==> config.mk <==
export PLATFORM = sky130hd
export DESIGN_NAME = pf_multi
export DESIGN_NICKNAME = d
export VERILOG_FILES = /design/src/rtl/pf_pkg.sv /design/src/rtl/pf_chan.sv /design/src/rtl/pf_multi.sv
export SDC_FILE = /design/constraint.sdc
export NUM_CORES = 1
export LEC_CHECK = 0
export BUFFER_PORTS_ARGS = -buffer_cell sky130_fd_sc_hd__buf_2
export CAP_MARGIN = 30
export CORE_MARGIN = 5
export CORE_UTILIZATION = 45
export DETAILED_ROUTE_END_ITERATION = 8
export PLACE_DENSITY = 0.73
export SYNTH_ARGS = -nofsm -noshare
export SYNTH_HDL_FRONTEND = slang
export SYNTH_SLANG_ARGS = --single-unit
==> constraint.sdc <==
create_clock -name clk -period 1.25 [get_ports clk]
set_input_delay 0 -clock clk [delete_from_list [all_inputs] [get_ports clk]]
set_output_delay 0 -clock clk [all_outputs]
set_load 0.03 [all_outputs]
==> src/rtl/pf_pkg.sv <==
// Shared types and helpers for the multi-channel pulse former.
package pf_pkg;

    typedef enum logic [1:0] {
        EDGE_OFF  = 2'd0,
        EDGE_RISE = 2'd1,
        EDGE_FALL = 2'd2,
        EDGE_BOTH = 2'd3
    } edge_mode_t;

    // Counter must hold PW-1; sized for PW so the PW=1 case still has one bit.
    function automatic int pf_cnt_w(input int pw);
        return $clog2(pw + 1);
    endfunction

endpackage

==> src/rtl/pf_chan.sv <==
// One pulse-former channel: optional synchroniser, edge detect, pulse counter
// and sticky dropped-edge flag.
module pf_chan
    import pf_pkg::*;
#(
    parameter int PW     = 1,
    parameter int SYNC   = 2,
    parameter int RETRIG = 0
) (
    input  logic       clk,
    input  logic       rst,
    input  logic       din,
    input  edge_mode_t mode,
    input  logic       ovf_clr,
    output logic       q,
    output logic       ovf
);

    localparam int CW = pf_cnt_w(PW);
    localparam logic [CW-1:0] CNT_INIT = CW'(PW - 1);

    logic s;

    generate
        if (SYNC == 0) begin : g_nosync
            assign s = din;
        end else begin : g_sync
            logic [SYNC-1:0] sync_q;
            logic [SYNC-1:0] sync_d;

            always_comb sync_d = (sync_q << 1) | SYNC'(din);

            always_ff @(posedge clk or posedge rst) begin
                if (rst) sync_q <= '0;
                else     sync_q <= sync_d;
            end

            assign s = sync_q[SYNC-1];
        end
    endgenerate

    logic          prev_q, prev_d;
    logic          armed_q, armed_d;
    logic          q_q, q_d;
    logic          ovf_q, ovf_d;
    logic [CW-1:0] cnt_q, cnt_d;
    logic          rise, fall, hit, ev;

    always_comb begin
        rise    = s & ~prev_q;
        fall    = ~s & prev_q;
        case (mode)
            EDGE_RISE: hit = rise;
            EDGE_FALL: hit = fall;
            EDGE_BOTH: hit = rise | fall;
            default:   hit = 1'b0;
        endcase
        // armed_q keeps a line that was already high through reset from firing.
        ev      = armed_q & hit;

        prev_d  = s;
        armed_d = 1'b1;
        q_d     = q_q;
        cnt_d   = cnt_q;
        ovf_d   = ovf_clr ? 1'b0 : ovf_q;

        if (!q_q) begin
            if (ev) begin
                q_d   = 1'b1;
                cnt_d = CNT_INIT;
            end
        end else if (ev && RETRIG != 0) begin
            cnt_d = CNT_INIT;
        end else begin
            // A dropped edge still lets the running pulse count down; set beats clear.
            if (ev) ovf_d = 1'b1;
            if (cnt_q != '0) cnt_d = cnt_q - CW'(1);
            else             q_d   = 1'b0;
        end
    end

    always_ff @(posedge clk or posedge rst) begin
        if (rst) begin
            prev_q  <= 1'b0;
            armed_q <= 1'b0;
            q_q     <= 1'b0;
            ovf_q   <= 1'b0;
            cnt_q   <= '0;
        end else begin
            prev_q  <= prev_d;
            armed_q <= armed_d;
            q_q     <= q_d;
            ovf_q   <= ovf_d;
            cnt_q   <= cnt_d;
        end
    end

    assign q   = q_q;
    assign ovf = ovf_q;

endmodule

==> src/rtl/pf_multi.sv <==
// Multi-channel pulse former: CH independent pf_chan instances, each with its
// own 2-bit edge-mode field.
module pf_multi
    import pf_pkg::*;
#(
    parameter int CH     = 4,
    parameter int PW     = 1,
    parameter int SYNC   = 2,
    parameter int RETRIG = 0
) (
    input  logic            clk,
    input  logic            rst,
    input  logic [CH-1:0]   in,
    input  logic [2*CH-1:0] mode,
    input  logic [CH-1:0]   ovf_clr,
    output logic [CH-1:0]   q,
    output logic [CH-1:0]   ovf
);

    generate
        for (genvar i = 0; i < CH; i++) begin : g_ch
            pf_chan #(
                .PW     (PW),
                .SYNC   (SYNC),
                .RETRIG (RETRIG)
            ) u_chan (
                .clk     (clk),
                .rst     (rst),
                .din     (in[i]),
                .mode    (edge_mode_t'(mode[2*i +: 2])),
                .ovf_clr (ovf_clr[i]),
                .q       (q[i]),
                .ovf     (ovf[i])
            );
        end
    endgenerate

endmodule

==> results.ini <==
[clock_network]
max-clock-path-buffers = 2
numCtsBuffers = 3
cts_tree = built
htree_num_levels = 1
cts_root_buffer = clkbuf_4
clk_latency_ns = 0.29
path_clk_slew_ns = 0.11
post_cts_buffers = 0
cts_sinks = 21

[worst_setup_path]
slowest_delay_ns = 0.39
critPathRequiredTime_ns = 1.43
crit_arrival_ns = 1.38
crit_path_start = g_ch[0].u_chan.g_sync.sync_q[1]
rr_startpoint = g_ch[0].u_chan.g_sync.sync_q[1]
path_cells = inv_1 -> ha_2 -> or2_0 -> a31oi_1 -> o22ai_1
path_buf_inv = 1
cp_max_fo = 3
slowest_stage = dfrtp_1
crit_type = flop to flop
cp-end-kind = flop
cp_top_family = flip-flops
cp-start-kind = flop

[global_route]
use_met2_pct = 21.3
grt-busiest-layer = met2
grt_pass1_vias = 735
use_met3_pct = 3.68
grt_util_met1_pct = 14.4
grt_max_degree = 22
track_usage_pct = 12.4
grt_pass1_wl_mm = 3.05
antenna_found_initial = 0
grt-ovfl-total = 0

[logic_synthesis]
synth_area_leader_cell = dfrtp_1
synth_compound_area_share_pct = 6.97
yosysTopAreaCellShare_pct = 53.2
synth_top_family_by_area = simple AND/OR/NAND/NOR gates
ys_warn_count = 0
ys_seq_area_share_pct = 53.2
synth_cells = 89
synth_area_per_cell_um2 = 11.1
synth_edf_count = 0
async_reset_ff_share_pct = 100
synth-main-ff-cell = dfrtp_1
synth_area_leaders = dfrtp_1 (53%), ha_1 (10%), buf_4 (6.8%)
syn_area_um2 = 987
synth_xor_area_share_pct = 0
synthTopCellsByCount = dfrtp_1 (21), inv_1 (10), buf_4 (9), ha_1 (8), nor2b_1 (7)
syn-num-nets = 115
synthDistinctLibCells = 20
post-synth-top-count-cell = dfrtp_1
synth_seq_cells = 21
yosys.area_share.adder_pct = 10.1
synthMuxAreaShare_pct = 0
synthSimpleGateAreaFrac_pct = 18.6

[floorplan]
coreArea_um2 = 2150
initial_utilization_pct = 46.0
die_w_um = 56.8
num_rows = 17
dieArea_um2 = 3230
die_h_um = 56.8
io_pins = 26

[finish]
drive_above_1_share_pct = 27.2
final_nets = 152
antenna_cells = 0
regArea_um2 = 526
multi_input_area_um2 = 370
final_area_um2 = 1280
fillers = 195
area_growth_pct = 29.4

[route]
dr.first_iter.drc_count = 10
ant_nets = 0
finalWirelength_mm = 1.73
viasPerCell = 4.71
vias = 720
firstDrtPassIters = 4
drc = 0
wl_per_cell_um = 11.3

[timing]
rsz0062_at_grt = true
slew_viol_final = 0
fmax_ghz = 0.833
finalCritPeriodShare_pct = 96.0
setup_tns_ns = 0
final.setup_skew_ns = 0.00103
hold_viol_final = 0
period_minus_slack_ns = 1.20
finalSetupViolations = 0

[run_status]
outcome = finished, final reports clean

[min_path]
worstHoldPathType = input port to flop
hold_start = mode[1]

[power_and_ir_drop]
peakVddDrop_mv = 0.793
cellLeakagePower_nw = 0.654
p_per_area_nw_per_um2 = 965

[job]
cap_violations = 0

[place]
port_buffers = 25
dpl_cell_area_um2 = 1090
hpwl_mm = 1.19
gp_congestion = 0.713

[worst paths after layout]
path / endpoint / slack [ns] / cells after the start
max: g_ch[0].u_chan.ovf / 0.05 / 5
min: g_ch[0].u_chan.ovf / 0.02 / 3
max reg2reg: g_ch[0].u_chan.ovf / 0.05 / 5
min reg2reg: g_ch[1].u_chan.g_sync.sync_q[1] / 0.36 / 0
max in group asynchronous: g_ch[3].u_chan.q / 0.77 / 4
min in group asynchronous: g_ch[2].u_chan.g_sync.sync_q[0] / 0.27 / 4
[flip-flops by register name (all words and copies together) (netlist names)]
| name | flops |
|---|---|
| g_ch.u_chan.q | 4 |
| g_ch.u_chan.g_sync.sync_q | 8 |
| g_ch.u_chan.prev_q | 4 |
| g_ch.u_chan.armed_q | 1 |
| g_ch.u_chan.ovf | 4 |
[power by group]
group / switching, mW / internal [mW] / total (mW)
logic: 0.0894 / 0.0952 / 0.185
registers: 0.0234 / 0.711 / 0.734
clock network: 0.189 / 0.124 / 0.313
[cell usage in the layout (no fill, tap or decap), types with 3 or more instances in the layout]
cell type      count
nor2b_1            5
nand3_1            3
ha_1               7
inv_1             10
dlygate4sd3_1     15
buf_2             25
nand2b_1           6
nand3b_1           3
a21oi_1            3
dfrtp_1           21
nand4_1            3
clkbuf_4           3
[worst min-delay path, delay by kind of cell]
| kind | cells | cell delay [ns] |
|---|---|---|
| AOI/OAI and AO/OA | 2 | 0.17 |
| buffers and inverters | 1 | 0.09 |
[final cells by class]
class / instances / share of cell area (%)
clock buffers: 4 / 2.06
repair buffers: 41 / 22.1
multi-input cells: 49 / 29.0
flip-flops and latches: 21 / 41.1
well taps: 28 / 2.74
inverters: 10 / 2.94
[layer usage]
layer | vias to the layer above | share of wire [%]
li1 | 356 | -
met1 | 342 | 40
met2 | 20 | 52
met3 | 2 | 6.8
met4 | 0 | 1.3
met5 | - | 0
[through the flow]
step	total power [mW]	instances	util (%)	worst slack [ns]	hold WS, ns
floorplan	0.846	89	-	0.0910	-0.0235
global placement	0.884	134	50.6	0.0684	0.0343
detailed placement	0.893	134	50.6	-0.00424	0.0399
CTS	1.25	153	58.8	0.0165	0.0347
global route	1.32	153	59.5	-0.0373	0.0116
finish	1.23	153	59.5	0.0498	0.0183
[timing repair]
action	4_1_cts	5_1_grt
endpoints found under the setup margin	1	4
hold buffers	15	0
pin swaps	1	4
gates resized for setup	0	5
endpoints found under the hold margin	32	0
[logic make-up after synthesis]
| family | count (synthesis) |
|---|---|
| buf+inv | 19 |
| flops | 21 |
| simple gates | 29 |
| other cells | 1 |
| compound gates | 11 |
| fa+ha+maj | 8 |
(Power assumes the default switching activity.)
